`config.mk`:
```
export PLATFORM = sky130hd
export DESIGN_NAME = letreiro_paysandu_flat
export DESIGN_NICKNAME = d
export VERILOG_FILES = /design/src/rtl/letreiro_paysandu_pkg.sv /design/src/rtl/letreiro_paysandu_if.sv /design/src/rtl/letreiro_paysandu_divisor_passo.sv /design/src/rtl/letreiro_paysandu.sv /design/src/flat_wrapper.sv
export SDC_FILE = /design/constraint.sdc
export NUM_CORES = 1
export LEC_CHECK = 0
export CORE_UTILIZATION = 57
export DETAILED_ROUTE_END_ITERATION = 8
export GPL_TIMING_DRIVEN = 0
export PLACE_DENSITY = 0.8
export REMOVE_ABC_BUFFERS = 1
export SETUP_SLACK_MARGIN = 0.1
export SLEW_MARGIN = 20
export SYNTH_ARGS = -nofsm -noshare
export SYNTH_HDL_FRONTEND = slang
export SYNTH_HIERARCHICAL = 1
export SYNTH_SLANG_ARGS = --single-unit
```
`constraint.sdc`:
```
create_clock -name clk -period 5.9 [get_ports clk]
set_input_delay 1.18 -clock clk [delete_from_list [all_inputs] [get_ports clk]]
set_output_delay 1.18 -clock clk [all_outputs]
set_load 0.02 [all_outputs]
```
`src/rtl/letreiro_paysandu_pkg.sv`:
```
// Character codes and message layout for the PAYSANDU marquee.
// The segment decoder imports this same package, so code assignments live in one place.
package letreiro_paysandu_pkg;

    localparam int MSG_LEN = 8;

    localparam logic [3:0] CHAR_P     = 4'd0;
    localparam logic [3:0] CHAR_A     = 4'd1;
    localparam logic [3:0] CHAR_Y     = 4'd2;
    localparam logic [3:0] CHAR_S     = 4'd3;
    localparam logic [3:0] CHAR_A2    = 4'd4;
    localparam logic [3:0] CHAR_N     = 4'd5;
    localparam logic [3:0] CHAR_D     = 4'd6;
    localparam logic [3:0] CHAR_U     = 4'd7;
    localparam logic [3:0] CHAR_VAZIO = 4'd8;

    // Stream symbol at index j: message first, blank padding after it.
    function automatic logic [3:0] char_code(input logic [5:0] j);
        logic [3:0] c;
        case (j)
            6'd0:    c = CHAR_P;
            6'd1:    c = CHAR_A;
            6'd2:    c = CHAR_Y;
            6'd3:    c = CHAR_S;
            6'd4:    c = CHAR_A2;
            6'd5:    c = CHAR_N;
            6'd6:    c = CHAR_D;
            6'd7:    c = CHAR_U;
            default: c = CHAR_VAZIO;
        endcase
        return c;
    endfunction

endpackage

```
`src/rtl/letreiro_paysandu_if.sv`:
```
// Control inputs and character/position outputs of the marquee sequencer.
interface letreiro_paysandu_if #(
    parameter int NUM_DIGITS = 6,
    parameter int PW         = $clog2(8 + NUM_DIGITS)
);
    logic                    habilita;
    logic                    direcao;
    logic                    passo;
    logic [4*NUM_DIGITS-1:0] caracteres;
    logic [PW-1:0]           posicao;
    logic                    volta;

    modport master (
        output habilita, direcao, passo,
        input  caracteres, posicao, volta
    );

    modport slave (
        input  habilita, direcao, passo,
        output caracteres, posicao, volta
    );
endinterface

```
`src/rtl/letreiro_paysandu_divisor_passo.sv`:
```
// Scroll prescaler: counts while enabled, holds while disabled, cleared by any step.
module divisor_passo #(
    parameter int STEP_TICKS = 25_000_000
) (
    input  logic clk,
    input  logic rst_n,
    input  logic habilita,
    input  logic limpa,
    output logic fim
);
    localparam int             CW = (STEP_TICKS > 2) ? $clog2(STEP_TICKS) : 1;
    localparam logic [CW-1:0] TC = CW'(STEP_TICKS - 1);

    logic [CW-1:0] cnt_q, cnt_d;

    // Terminal flag is combinational so the step lands on the STEP_TICKS-th edge.
    assign fim = habilita && (cnt_q == TC);

    always_comb begin
        cnt_d = cnt_q;
        if (limpa || fim)
            cnt_d = '0;
        else if (habilita)
            cnt_d = cnt_q + 1'b1;
    end

    always_ff @(posedge clk or negedge rst_n) begin
        if (!rst_n) cnt_q <= '0;
        else        cnt_q <= cnt_d;
    end

endmodule

```
`src/rtl/letreiro_paysandu.sv`:
```
// Marquee sequencer: scroll position, wrap detection and registered character window
// over "PAYSANDU" plus NUM_DIGITS blanks.
module letreiro_paysandu
    import letreiro_paysandu_pkg::*;
#(
    parameter int NUM_DIGITS = 6,
    parameter int STEP_TICKS = 25_000_000
) (
    input  logic               clk,
    input  logic               rst_n,
    letreiro_paysandu_if.slave bus
);
    localparam int             L      = MSG_LEN + NUM_DIGITS;
    localparam int             PW     = $clog2(L);
    localparam logic [PW-1:0] P_LAST = PW'(L - 1);

    // HEX(NUM_DIGITS-1-k) shows stream[(p+k) mod L]; p+k < 2L so one subtraction wraps.
    function automatic logic [4*NUM_DIGITS-1:0] janela(input logic [PW-1:0] p);
        logic [4*NUM_DIGITS-1:0] w;
        logic [5:0]              j;
        w = '0;
        for (int k = 0; k < NUM_DIGITS; k++) begin
            j = 6'(p) + 6'(k);
            if (j >= 6'(L))
                j = j - 6'(L);
            w[4*(NUM_DIGITS-1-k) +: 4] = char_code(j);
        end
        return w;
    endfunction

    localparam logic [4*NUM_DIGITS-1:0] CAR_RST = janela('0);

    logic                    fim;
    logic                    passo_ev;
    logic [PW-1:0]           pos_q, pos_d;
    logic                    volta_q, volta_d;
    logic [4*NUM_DIGITS-1:0] car_q, car_d;

    divisor_passo #(
        .STEP_TICKS (STEP_TICKS)
    ) u_divisor (
        .clk      (clk),
        .rst_n    (rst_n),
        .habilita (bus.habilita),
        .limpa    (passo_ev),
        .fim      (fim)
    );

    // Manual and automatic steps coinciding collapse into a single step.
    assign passo_ev = bus.passo | fim;

    always_comb begin
        pos_d   = pos_q;
        volta_d = 1'b0;
        if (passo_ev) begin
            if (bus.direcao) begin
                if (pos_q == '0) begin
                    pos_d   = P_LAST;
                    volta_d = 1'b1;
                end else begin
                    pos_d = pos_q - 1'b1;
                end
            end else begin
                if (pos_q == P_LAST) begin
                    pos_d   = '0;
                    volta_d = 1'b1;
                end else begin
                    pos_d = pos_q + 1'b1;
                end
            end
        end
    end

    // Window taken from the next position so the characters track posicao on the same edge.
    always_comb begin
        car_d = janela(pos_d);
    end

    always_ff @(posedge clk or negedge rst_n) begin
        if (!rst_n) begin
            pos_q   <= '0;
            volta_q <= 1'b0;
            car_q   <= CAR_RST;
        end else begin
            pos_q   <= pos_d;
            volta_q <= volta_d;
            car_q   <= car_d;
        end
    end

    assign bus.posicao    = pos_q;
    assign bus.volta      = volta_q;
    assign bus.caracteres = car_q;

endmodule

```
`src/flat_wrapper.sv`:
```
// flat-port wrapper written by rule: the top's interface ports become plain ports
module letreiro_paysandu_flat import letreiro_paysandu_pkg::*;
#(
    parameter int NUM_DIGITS = 6,
    parameter int STEP_TICKS = 25_000_000
)
  (clk, rst_n, bus_habilita, bus_direcao, bus_passo, bus_caracteres, bus_posicao, bus_volta);
  letreiro_paysandu_if #(.NUM_DIGITS(NUM_DIGITS)) bus_i ();
  input  logic clk;
  input  logic rst_n;
  input wire logic [$bits(bus_i.habilita)-1:0] bus_habilita;
  input wire logic [$bits(bus_i.direcao)-1:0] bus_direcao;
  input wire logic [$bits(bus_i.passo)-1:0] bus_passo;
  output wire logic [$bits(bus_i.caracteres)-1:0] bus_caracteres;
  output wire logic [$bits(bus_i.posicao)-1:0] bus_posicao;
  output wire logic [$bits(bus_i.volta)-1:0] bus_volta;
  assign bus_i.habilita = bus_habilita;
  assign bus_i.direcao = bus_direcao;
  assign bus_i.passo = bus_passo;
  assign bus_caracteres = bus_i.caracteres;
  assign bus_posicao = bus_i.posicao;
  assign bus_volta = bus_i.volta;
  letreiro_paysandu #(.NUM_DIGITS(NUM_DIGITS), .STEP_TICKS(STEP_TICKS)) u_core (.clk(clk), .rst_n(rst_n), .bus(bus_i));
endmodule
```
Word level (Yosys, flattened, before mapping)
Memory sizes are Yosys's and may differ from the RTL's.
Index checks and enable logic that the tools add are counted.
- equality and inequality tests: 2
- bitwise operators: 1
- order comparisons: 6
- add/sub/neg operators: 14
- reduce and logical (&&, ||, !) cells: 10
- multiplexer cells: 22
- operators with widths (cell ; number):
    25-bit two-way mux ; 2
    4-bit two-way mux ; 10
    6-bit two-way mux ; 6
    6-bit by 4-bit >= comparator with 1-bit output, second input constant ; 5
    6-bit by 4-bit subtractor with 6-bit output, second input constant ; 5
    25-bit by 1-bit adder with 25-bit output, second input constant ; 1
    25-bit == test, second input constant ; 1
    3-bit zero test ; 6
    4-bit by 2-bit adder with 5-bit output, second input constant ; 2
    4-bit by 3-bit adder with 5-bit output, second input constant ; 2
    4-bit by 1-bit adder with 5-bit output, second input constant ; 1
    4-bit by 4-bit subtractor with 5-bit output, second input constant ; 1
    4-bit by 1-bit adder with 4-bit output, second input constant ; 1
    4-bit == test, second input constant ; 1
    4-bit >= comparator, second input constant ; 1
    4-bit zero test ; 1
    1-bit two-way mux ; 4
    4-bit by 1-bit subtractor with 4-bit output, second input constant ; 1
    2-bit nonzero test ; 1
    1-bit logical AND ; 1
    1-bit logical OR ; 1
    1-bit OR ; 1
- memories: 6
- input port bits: 5
- logic and storage cells: 65
- ROM bits: 144
- flip-flop bits (word level): 54
- output and inout port bits: 29
- memories (memory ; depth ; width ; read ports ; clocked after memory_dff ; write ports ; RTL line ; text):
    (no name shown) ; 8 ; 3 ; 1 ; 0 ; 0 ; letreiro_paysandu_pkg.sv:20 ; case (j)
    (no name shown) ; 8 ; 3 ; 1 ; 0 ; 0 ; letreiro_paysandu_pkg.sv:20 ;
    (no name shown) ; 8 ; 3 ; 1 ; 0 ; 0 ; letreiro_paysandu_pkg.sv:20 ;
    (no name shown) ; 8 ; 3 ; 1 ; 0 ; 0 ; letreiro_paysandu_pkg.sv:20 ;
    (no name shown) ; 8 ; 3 ; 1 ; 0 ; 0 ; letreiro_paysandu_pkg.sv:20 ;
    (no name shown) ; 8 ; 3 ; 1 ; 0 ; 0 ; letreiro_paysandu_pkg.sv:20 ;

Longest topological paths before layout
Gate-level depths: netlist (run 1).
- word-level depth: 9
- depth in mapped cells: 19
- mapped depth without buffers: 18

Modules after synthesis
Netlist (run 1), hierarchy kept.
- by module, submodules not included (module ; instances ; sequential area each (um2) ; area an instance (um2) ; cells each):
    letreiro_paysandu ; 1 ; 734.5 ; 2001.9 ; 213
    divisor_passo ; 1 ; 625.6 ; 1302.5 ; 137

Least setup slack after synthesis (run 1)
Ideal clock, no wire load.
- path kind: in2reg
- start point: input bus_habilita
- end point: register u_core.car_q[9], in the netlist u_core/bus.caracteres[9]
- required time: 5.795 ns
- slack: 0.601 ns
- path buffers: 2
- stages on the path: 17
- data arrival time: 5.194 ns
- library setup time: 0.105 ns
- path through: buf_4 > nand2_1 > or3_1 > nor4_1 > nor2_1 > buf_6 > o31ai_2 > inv_1 > ha_1 > and3_1 > nor3_1 > ha_1 > nand2_1 > or3_1 > o221ai_2 > mux2i_1 > a2111oi_2
- cells in the longest elaborated chain, start to end: 8
- elaborated cells on any way between the ends: 10
- those cells by class: 2 x add/sub; 1 x order compare; 3 x mux; 1 x bitwise; 2 x reduce/logical; 1 x memory
- RTL lines (element ; RTL line ; text):
    start, declared ; flat_wrapper.sv:11 ; input wire logic [$bits(bus_i.habilita)-1:0] bus_habilita;
    1-bit logical AND * ; letreiro_paysandu_divisor_passo.sv:17 ; assign fim = habilita && (cnt_q == TC);
    named net u_core.fim ; letreiro_paysandu.sv:33 ; logic fim;
    1-bit OR * ; letreiro_paysandu.sv:50 ; assign passo_ev = bus.passo | fim;
    4-bit two-way mux * ; letreiro_paysandu.sv:55 ; if (passo_ev) begin
    named net u_core.pos_d[1] ; letreiro_paysandu.sv:35 ; logic [PW-1:0] pos_q, pos_d;
    4-bit by 2-bit adder with 5-bit output * ; letreiro_paysandu.sv:23 ; j = 6'(p) + 6'(k);
    6-bit by 4-bit subtractor with 6-bit output / 6-bit by 4-bit >= comparator with 1-bit output (equally long branches) ; letreiro_paysandu.sv:25, letreiro_paysandu.sv:24 ;
    6-bit two-way mux * ; letreiro_paysandu.sv:24 ; if (j >= 6'(L))
    memory 8 x 3 bit / 3-bit zero test (equally long branches) ; - ;
    4-bit two-way mux * ; letreiro_paysandu_pkg.sv:20 ;
    named net u_core.car_d[9] ; letreiro_paysandu.sv:37 ; logic [4*NUM_DIGITS-1:0] car_q, car_d;
    end signal, assigned ; letreiro_paysandu.sv:87 ; car_q <= car_d;
    end, declared ; letreiro_paysandu.sv:37 ;
The timed path passes the listed nets; every way through them passes the cells marked *.
A chain may end at the register's enable or synchronous reset.

Worst setup path in the final report (run 1)
Same ends and word-level chain as after synthesis.

==> results of run 1 <==
==> cell usage in the layout (no fill, tap or decap), drive strengths merged, types with 6 or more instances in the layout <==
master | netlist | routed
xnor2 | 11 | 11
ha | 20 | 20
nor2 | 36 | 36
or4 | 7 | 7
inv | 16 | 16
a21oi | 21 | 21
a31oi | 6 | 6
nand4 | 9 | 9
nor3 | 10 | 10
or3 | 10 | 10
clkdlybuf4s50 | 0 | 32
o31ai | 8 | 8
dfrtp | 47 | 47
nand3 | 7 | 7
nand2 | 36 | 36
xor2 | 7 | 7
dfstp | 7 | 7
o21ai | 15 | 15
==> stage by stage <==
step	hold slack (ns)	power [mW]	setup slack [ns]	utilization, %
after floorplan	0.5122	1.346	0.7110	-
after detailed placement	0.5550	1.707	-0.9443	66.26
after global placement	0.5288	1.670	-0.7868	65.90
after CTS	0.5683	1.939	0.1220	68.43
final	0.5615	1.953	0.3842	68.93
after global routing	0.5989	2.094	0.08890	68.93
==> final cells by class <==
| cell class | count | area [µm²] |
|---|---|---|
| Multi-Input combinational cell | 266 | 1864 |
| Clock inverter | 3 | 21.27 |
| Clock buffer | 5 | 68.82 |
| Sequential cell | 54 | 1360 |
| Tap cell | 72 | 90.09 |
| Inverter | 16 | 60.06 |
| Fill cell | 445 | 1722 |
| Timing Repair Buffer | 36 | 354.1 |
==> layer usage <==
layer	wire (µm)	global-route usage (%)	share of wire, %	up-vias
met3	260	4.186	3.6	10
li1	-	-	-	1329
met1	3088	31.91	43	1336
met5	0	0	0	-
met2	3696	44.12	52	50
met4	81	6.667	1.1	0
==> state kept, by name, summed over array words and instances, names as in the netlist <==
| name | flops |
|---|---|
| u_core/u_divisor/cnt_q | 25 |
| u_core/bus.caracteres | 24 |
| u_core/bus.posicao | 4 |
| u_core/bus.volta | 1 |
==> where the power goes <==
group	total (mW)	switching, mW	internal [mW]
clock network	0.210	0.127	0.0837
logic	1.19	0.689	0.505
registers	0.548	0.0673	0.481
total	1.95	0.883	1.07
==> logic make-up after synthesis <==
kind of cell | after synthesis | synth area share [%]
and+or+nand+nor | 143 | 22.79
AOI/OAI and AO/OA | 76 | 16.05
DFF | 54 | 41.16
buffers and inverters | 30 | 4.052
adders and majority gates | 21 | 8.179
xor gates and xnor gates | 18 | 5.225
muxes | 8 | 2.537
==> Yosys cell counts (6+ instances only) <==
library cell	number	area, µm²
or3_1	9	56.30
xnor2_1	10	87.58
nor3_1	10	50.05
dfrtp_1	47	1176
ha_1	20	250.2
nor2_1	36	135.1
o31ai_1	7	52.55
nand4_1	8	50.05
dfstp_2	7	183.9
a21oi_1	21	105.1
nand2_1	36	135.1
inv_1	16	60.06
nand3_1	7	35.03
o21ai_0	14	70.07
buf_2	8	40.04
xor2_1	6	52.55
or4_1	7	52.55
==> tightest hold or removal path, cell delays in order, from the launching register on <==
cell	delay, ns
dfrtp_1	0.40
o31ai_1	0.07
a21oi_1	0.06
==> what timing repair did <==
action                                  CTS  global route
endpoints found under the setup margin   12            12
buffers inserted                          2             0
resized for setup                         2             5
pin swaps                                 1             0
==> how the worst max path moves through the flow <==
stage | start | endpoint | slack (ns) | cells after the start
final | bus_habilita | u_core/bus.caracteres[9] | 0.38 | 17
after detailed placement | bus_habilita | u_core/bus.caracteres[9] | -0.94 | 16
after CTS | bus_habilita | u_core/bus.caracteres[17] | 0.12 | 16
after floorplan | bus_habilita | u_core/bus.caracteres[9] | 0.71 | 15
after global placement | bus_habilita | u_core/bus.caracteres[9] | -0.79 | 16
after global routing | bus_habilita | u_core/bus.caracteres[9] | 0.09 | 18
==> impl_metrics.tcl, run 1 <==
set metrics [dict create \
    slowest_stage "clkdlybuf4s50_1" \
    antenna_found_initial 0 \
    reg2reg_slack_ns 1.25 \
    drc_errors 0 \
    critical_path_class "in2reg" \
    final_cells 452 \
    ios 34 \
    worstSetupEndpointType "flip-flop" \
    start_util_pct 59.64 \
    cts.hold.buffers_added 0 \
    cts-htree-levels 2 \
    nNetsFinal 405 \
    core_um2 5540 \
    yosys_warnings 6 \
    drv_cap 0 \
    firstDrtPassIters 4 \
    clk_pin_slew_worst_paths_ns 0.10 \
    ys_types 62 \
    rsz0062_at_grt "no" \
    holdPathStages 2 \
    yosys_most_used_dff "dfrtp_1" \
    worstSetupStartpointType "input port" \
    finalWeightedCongestion 0.8376 \
    syn_area_um2 3304 \
    final_area_um2 3819 \
    worst_path_largest_cell_delay_ns 0.60 \
    cp.arrival_ns 5.73 \
    antenna-diode-count 0 \
    ant_nets 0 \
    relSlewSlack_pct 44.10 \
    dp.cells 442 \
    timing.final.hold_violations 0 \
    fp-row-count 27 \
    worstMarginPinSlew_ns 0.8357 \
    worstPathCellList "clkdlybuf4s50_1 > nand2_1 > or3_1 > nor4_4 > nor2_1 > nor2_1 > a22o_1 > inv_1 > ha_1 > and3_1 > nor3_2 > ha_1 > nand2_1 > or3_1 > o221ai_2 > mux2i_1 > a2111oi_2" \
    cp_top_family "simple AND/OR/NAND/NOR gates" \
    wirelength_um 7126 \
    grt_max_degree 55 \
    worstReg2RegStart "u_core/u_divisor/cnt_q[15]" \
    power_leakage_nw 1.596 \
    die_w_um 78.14 \
    finClkSkew_ns 0.008230 \
    ys_async_sr_fraction_pct 100.0 \
    cts.sinks 54 \
    layout-drive-gt1-share_pct 10.53 \
    min_from "u_core/u_divisor/cnt_q[24]" \
    slew_violations 0 \
    setup_viol 0 \
    rr_endpoint "u_core/bus.caracteres[9]" \
    area_growth_pct 15.56 \
    period_minus_slack_ns 5.516 \
    port_buffers 33 \
    ir_drop_mv 0.4143 \
    cp.required_ns 6.11 \
    hpwl_um 4945 \
    drt_iter0_drc 174 \
    gr-total-overflow 0 \
    hold_path_end "u_core/u_divisor/cnt_q[24]" \
    grt_pass1_wl_um 12100 \
    clock_latency_ns 0.31 \
    grt_util_all_layers_pct 25.09 \
    synth_edf_count 0 \
    num_vias 2725 \
    hold_class "reg2reg" \
    wire_per_inst_um 15.77 \
    viasPerCell 6.029 \
    cts_tree "done" \
    cts_buffers 5 \
    grt_pass1_vias 2559 \
    synth_seq_area_share_pct 41.16 \
    crit_buf_inv 2 \
    die_h_um 78.14 \
    syn_inst 350 \
    setup-tns-final_ns 0 \
    cts_buffer_depth 2 \
    reg2regPathDepth 16 \
    outcome "finished, final reports clean" \
    dieArea_um2 6106 \
    powerDensity_nw_per_um2 511.3 \
    place_area_um2 3671 \
    period_share_pct 93.49 \
    path_max_fanout 11 \
    avgSynthCellArea_um2 9.441 \
    clock_tree.root_cell "clkbuf_8" \
    fmax_mhz 181.3 \
    synth_seq_cells 54 \
]
No activity file was read; power rests on OpenSTA's default activity.
==> inputs of run 2 (changes only) <==
--- a/config.mk
+++ b/config.mk
@@ -7,7 +7,7 @@
 export LEC_CHECK = 0
 export CORE_UTILIZATION = 57
 export DETAILED_ROUTE_END_ITERATION = 8
-export GPL_TIMING_DRIVEN = 0
+export GPL_TIMING_DRIVEN = 1
 export PLACE_DENSITY = 0.8
 export REMOVE_ABC_BUFFERS = 1
 export SETUP_SLACK_MARGIN = 0.1
==> run 2 against run 1 <==
Final area up 0.72%. Sequential power barely moved. Routed wire length up 3.6%. Via count rose by 2.4%. Core utilization is 0.50 points higher. Combinational power about the same. Highest routed layer unchanged.
==> impl_metrics.tcl, run 2 (synthesized netlist as in run 1, its figures left out) <==
set metrics [dict create \
    outcome "finished, final reports clean" \
    worstSetupEndpointType "flip-flop" \
    firstDrtPassIters 4 \
    postLayoutCoreUtil_pct 69.42 \
    clk_pin_slew_worst_paths_ns 0.10 \
    wirelength_um 7386 \
    hpwl_um 5121 \
    crit_buf_inv 4 \
    final_common_cell "dfrtp_1" \
    hold_class "reg2reg" \
    rsz0062_at_grt "no" \
    total_power_mw 2.019 \
    start_util_pct 59.64 \
    dpl_worst_slack_ns 0.01176 \
    worst_path_largest_cell_delay_ns 0.59 \
    cts_buffer_depth 2 \
    viasPerCell 6.094 \
    setup-tns-final_ns 0 \
    cp.arrival_ns 5.58 \
    drv_cap 0 \
    cp_top_family "simple AND/OR/NAND/NOR gates" \
    path_max_fanout 16 \
    clock_tree.root_cell "clkbuf_8" \
    grt_pass1_wl_um 12440 \
    cts.sinks 54 \
    relSlewSlack_pct 51.00 \
    p_int_mw 1.122 \
    swShare_pct 44.43 \
    power_frac_clock_pct 12.4 \
    num_vias 2791 \
    cts_tree "done" \
    ant_nets 0 \
    cp.required_ns 6.08 \
    p_seq_share_pct 27.2 \
    critical_path_class "in2reg" \
    ios 34 \
    antenna-diode-count 0 \
    setup_viol 0 \
    clock_latency_ns 0.31 \
    layout-drive-gt1-share_pct 10.88 \
    cts-htree-levels 2 \
    slowest_stage "clkdlybuf4s50_1" \
    period_minus_slack_ns 5.396 \
    fp-row-count 27 \
    grt_util_all_layers_pct 25.74 \
    worstSetupStartpointType "input port" \
    port_buffers 33 \
    pwr-share-comb_pct 60.4 \
    die_w_um 78.14 \
    antenna_found_initial 0 \
    dp.cells 450 \
    worstPathCellList "clkdlybuf4s50_1 > nand2_1 > or3_1 > nor4_2 > nor2_1 > inv_1 > nor2_1 > a311o_2 > a31oi_1 > buf_4 > ha_1 > inv_1 > nand2_1 > nand3_1 > o2111a_1 > mux2i_1 > nor3_1" \
    power_leakage_nw 1.612 \
    ir_drop_mv 0.4087 \
    area_growth_pct 16.40 \
    largest_register "u_core/u_divisor/cnt_q" \
    timing.final.hold_violations 0 \
    finalWeightedCongestion 0.9417 \
    slew_violations 0 \
    mostFrequentLayoutCells "47 x dfrtp_1, 36 x nor2_1, 36 x nand2_1, 32 x clkdlybuf4s50_1, 21 x a21oi_1" \
    dieArea_um2 6106 \
    period_share_pct 91.45 \
    finClkSkew_ns 0.01057 \
    fmax_mhz 185.3 \
    cts_buffers 5 \
    p_sw_uw 897.1 \
    grt_pass1_vias 2699 \
    postCtsSetupBuffers 0 \
    worstMarginPinSlew_ns 0.7306 \
    grt_max_degree 55 \
    drc_errors 0 \
    gr-total-overflow 0 \
    die_h_um 78.14 \
    final_cells 458 \
    powerDensity_nw_per_um2 525.0 \
    wire_per_inst_um 16.13 \
    core_um2 5540 \
    drt_iter0_drc 149 \
    nNetsFinal 411 \
    setup_slack_ns 0.5042 \
    largest_reg_flops 25 \
]
## run 2: worst reg2reg max path, stage by stage, from the launching register on
cell and delay, ns:
dfrtp_1 0.42, ha_1 0.24, nand2_1 0.09, or3_1 0.24, nor4_2 0.09, nor2_1 0.52, inv_1 0.30, a311o_2 0.46
a31oi_1 0.16, buf_4 0.17, ha_1 0.51, inv_1 0.23, nand2_1 0.17, nand3_1 0.09, o2111a_1 0.15, mux2i_1 0.41
nor3_1 0.14
## run 2: path summary, 6_finish.rpt
check,to,startpoint,slack [ns],depth (start not counted)
max,u_core/bus.caracteres[18],bus_habilita,0.50,17
min,u_core/u_divisor/cnt_q[22],u_core/u_divisor/cnt_q[22],0.55,2
max reg2reg,u_core/bus.caracteres[18],u_core/u_divisor/cnt_q[0],1.37,16
min reg2reg,u_core/u_divisor/cnt_q[22],u_core/u_divisor/cnt_q[22],0.55,2
max in group asynchronous,u_core/bus.caracteres[23],rst_n,4.46,2
min in group asynchronous,u_core/u_divisor/cnt_q[20],rst_n,0.99,2
## run 2: per-stage QoR
stage                     hold slack, ns  cell area (µm²)
after floorplan                   0.5122             3231
after global placement            0.5362             3725
after detailed placement          0.5433             3725
after CTS                         0.5560             3835
after global routing              0.6075             3846
final                             0.5542             3846
## run 2: per-layer routing
metal	share of wire [%]	up-vias	GRT usage [%]
met5	0	-	0
met4	1.3	0	9.259
met3	5.2	11	4.070
met2	50	92	44.12
met1	44	1347	32.85
li1	-	1341	-
## run 2: power by group through the flow
stage / sequential, mW / combinational [mW] / clock, mW
floorplan: 0.649 / 0.698 / 0
global placement: 0.551 / 1.16 / 0
detailed placement: 0.554 / 1.20 / 0
CTS: 0.548 / 1.21 / 0.255
global route: 0.560 / 1.35 / 0.267
finish: 0.549 / 1.22 / 0.250
## run 2: timing repair
item / CTS / global route
gates resized for setup: 0 / 2
endpoints found under the hold margin: 0 / 0
setup endpoints to repair: 0 / 4
hold buffers: 0 / 0
## run 2: layout make-up
type / count / area (µm²)
flip-flops and latches: 54 / 1360
fillers: 427 / 1694
clock buffers: 6 / 72.57
repair buffers: 42 / 392.9
inverters: 16 / 60.06
clock inverters: 2 / 37.54
well taps: 72 / 90.09
multi-input cells: 266 / 1833
==> inputs of run 3 (changes only) <==
--- a/config.mk
+++ b/config.mk
@@ -5,10 +5,13 @@
 export SDC_FILE = /design/constraint.sdc
 export NUM_CORES = 1
 export LEC_CHECK = 0
-export CORE_UTILIZATION = 57
+export CELL_PAD_IN_SITES_DETAIL_PLACEMENT = 0
+export CELL_PAD_IN_SITES_GLOBAL_PLACEMENT = 1
+export CORE_MARGIN = 2
+export CORE_UTILIZATION = 44
 export DETAILED_ROUTE_END_ITERATION = 8
 export GPL_TIMING_DRIVEN = 1
-export PLACE_DENSITY = 0.8
+export PLACE_DENSITY_LB_ADDON = 0.1
 export REMOVE_ABC_BUFFERS = 1
 export SETUP_SLACK_MARGIN = 0.1
 export SLEW_MARGIN = 20
==> run 3 against run 2 <==
Via count fell by 2.7%. Sequential share of layout area fell by 0.50 points. Fmax rose by 2.7%. Power rose by 0.15%. Routed wire length rose by 1.8%. Worst setup slack improved by 0.14 ns. Worst hold slack improved by 0.0057 ns. Register-to-register slack barely moved. Cell count rose by 6.8%. Sequential power barely moved. Critical endpoint is now u_core/bus.caracteres[9]. Core utilization fell by 16 points. Critical path depth did not move.
==> impl_metrics.tcl, run 3 (synthesized netlist as in run 1, its figures left out) <==
set metrics [dict create \
    ios 34 \
    grt_pass1_wl_um 12960 \
    viasPerCell 5.552 \
    relSlewSlack_pct 53.63 \
    path_max_fanout 11 \
    mostFrequentLayoutCells "47 x dfrtp_1, 36 x nor2_1, 36 x nand2_1, 32 x clkdlybuf4s50_1, 21 x a21oi_1" \
    setup_viol 0 \
    gr-total-overflow 0 \
    nNetsFinal 415 \
    timing.final.hold_violations 0 \
    core_um2 7253 \
    cts_buffers 5 \
    antenna_found_initial 0 \
    grt_util_all_layers_pct 19.19 \
    largest_register "u_core/u_divisor/cnt_q" \
    drc_errors 0 \
    wirelength_um 7522 \
    outcome "finished, final reports clean" \
    total_power_mw 2.022 \
    p_sw_uw 889.9 \
    dp.cells 481 \
    period_minus_slack_ns 5.254 \
    firstDrtPassIters 7 \
    cts-htree-levels 2 \
    cp_top_family "simple AND/OR/NAND/NOR gates" \
    swShare_pct 44.00 \
    ant_nets 0 \
    power_frac_clock_pct 12.5 \
    grt_pass1_vias 2641 \
    hold_class "reg2reg" \
    pwr-share-comb_pct 60.5 \
    worstPathCellList "clkdlybuf4s50_1 > nand2_1 > or3_1 > nor4_1 > nor2_1 > nor2_1 > a22o_1 > inv_1 > ha_1 > and3_1 > nor3_1 > ha_1 > nand2_1 > or3_1 > o221ai_2 > mux2i_1 > a2111oi_2" \
    cts.sinks 54 \
    clock_latency_ns 0.30 \
    seqCellArea_um2 1360 \
    start_util_pct 45.56 \
    rsz0062_at_grt "no" \
    p_seq_share_pct 27.0 \
    area_growth_pct 18.06 \
    worstSetupStartpointType "input port" \
    finalWeightedCongestion 0.8509 \
    powerDensity_nw_per_um2 518.4 \
    worstMarginPinSlew_ns 0.6929 \
    largest_reg_flops 25 \
    grt_max_degree 55 \
    power_leakage_nw 1.638 \
    dieArea_um2 8219 \
    port_buffers 33 \
    drv_cap 0 \
    cp.required_ns 6.11 \
    cts_resized 0 \
    final_cells 489 \
    setup-tns-final_ns 0 \
    fp-row-count 31 \
    hpwl_um 5412 \
    layout-drive-gt1-share_pct 11.54 \
    postLayoutCoreUtil_pct 53.79 \
    num_vias 2715 \
    die_w_um 90.66 \
    clock_tree.root_cell "clkbuf_8" \
    cts_tree "done" \
    cp.arrival_ns 5.46 \
    nFillCells 685 \
    worstSetupEndpointType "flip-flop" \
    crit_buf_inv 2 \
    fmax_mhz 190.3 \
    p_int_mw 1.132 \
    worst_path_largest_cell_delay_ns 0.48 \
    slew_violations 0 \
    clk_pin_slew_worst_paths_ns 0.10 \
    reg2reg_slack_ns 1.38 \
    postCtsSetupBuffers 0 \
    period_share_pct 89.04 \
    cts_buffer_depth 2 \
    antenna-diode-count 0 \
    cts.hold.buffers_added 0 \
    die_h_um 90.66 \
    multi_input_area_um2 1822 \
    slowest_stage "clkdlybuf4s50_1" \
    final_common_cell "dfrtp_1" \
    drt_iter0_drc 135 \
    finClkSkew_ns 0.004228 \
    wire_per_inst_um 15.38 \
    ir_drop_mv 0.3404 \
    whs_ns 0.5600 \
    critical_path_class "in2reg" \
]
run 3: power by group through the flow:
stage          Clock (mW)  Sequential, mW  Combinational, mW
2_1_floorplan           0           0.649              0.698
3_3_place_gp            0           0.553               1.22
3_5_place_dp            0           0.554               1.22
4_1_cts             0.259           0.548               1.23
5_1_grt             0.279           0.559               1.36
6_report            0.252           0.546               1.22
run 3: layout make-up:
cell class / instances / area share, %
multi-input combinational: 266 / 46.70
sequential: 54 / 34.86
timing repair buffer: 46 / 10.84
tap: 99 / 3.175
clock buffer: 5 / 1.764
inverter: 16 / 1.539
clock inverter: 3 / 1.123
run 3: worst paths after layout:
kind                                       startpoint                         end  depth (start not counted)
min                        u_core/u_divisor/cnt_q[22]  u_core/u_divisor/cnt_q[22]                          2
max reg2reg                 u_core/u_divisor/cnt_q[0]    u_core/bus.caracteres[9]                         17
min in group asynchronous                       rst_n  u_core/u_divisor/cnt_q[22]                          2
min reg2reg                u_core/u_divisor/cnt_q[22]  u_core/u_divisor/cnt_q[22]                          2
max in group asynchronous                       rst_n    u_core/bus.caracteres[1]                          2
max                                      bus_habilita    u_core/bus.caracteres[9]                         17
run 3: routing by layer:
metal / up-vias / track usage [%] / routed length, µm
met5: - / 0 / 0
met4: 0 / 6.154 / 130
met3: 9 / 3.589 / 380
met2: 65 / 31.28 / 3558
met1: 1303 / 25.82 / 3453
li1: 1338 / - / -
run 3: per-stage QoR:
stage                     setup slack (ns)  cell area, µm²
final                               0.6464            3901
after floorplan                     0.7110            3231
after global placement              0.4993            3789
after global routing                0.1307            3901
after detailed placement            0.2905            3789
after CTS                           0.6173            3901
run 3: worst reg2reg max path: cells and delay by family, from the launching register on:
kind / cells / cell delay [ns]
compound gates: 3 / 0.65
fa+ha+maj: 3 / 0.80
buf+inv: 1 / 0.13
flops: 1 / 0.40
mux: 1 / 0.15
simple gates: 9 / 2.30
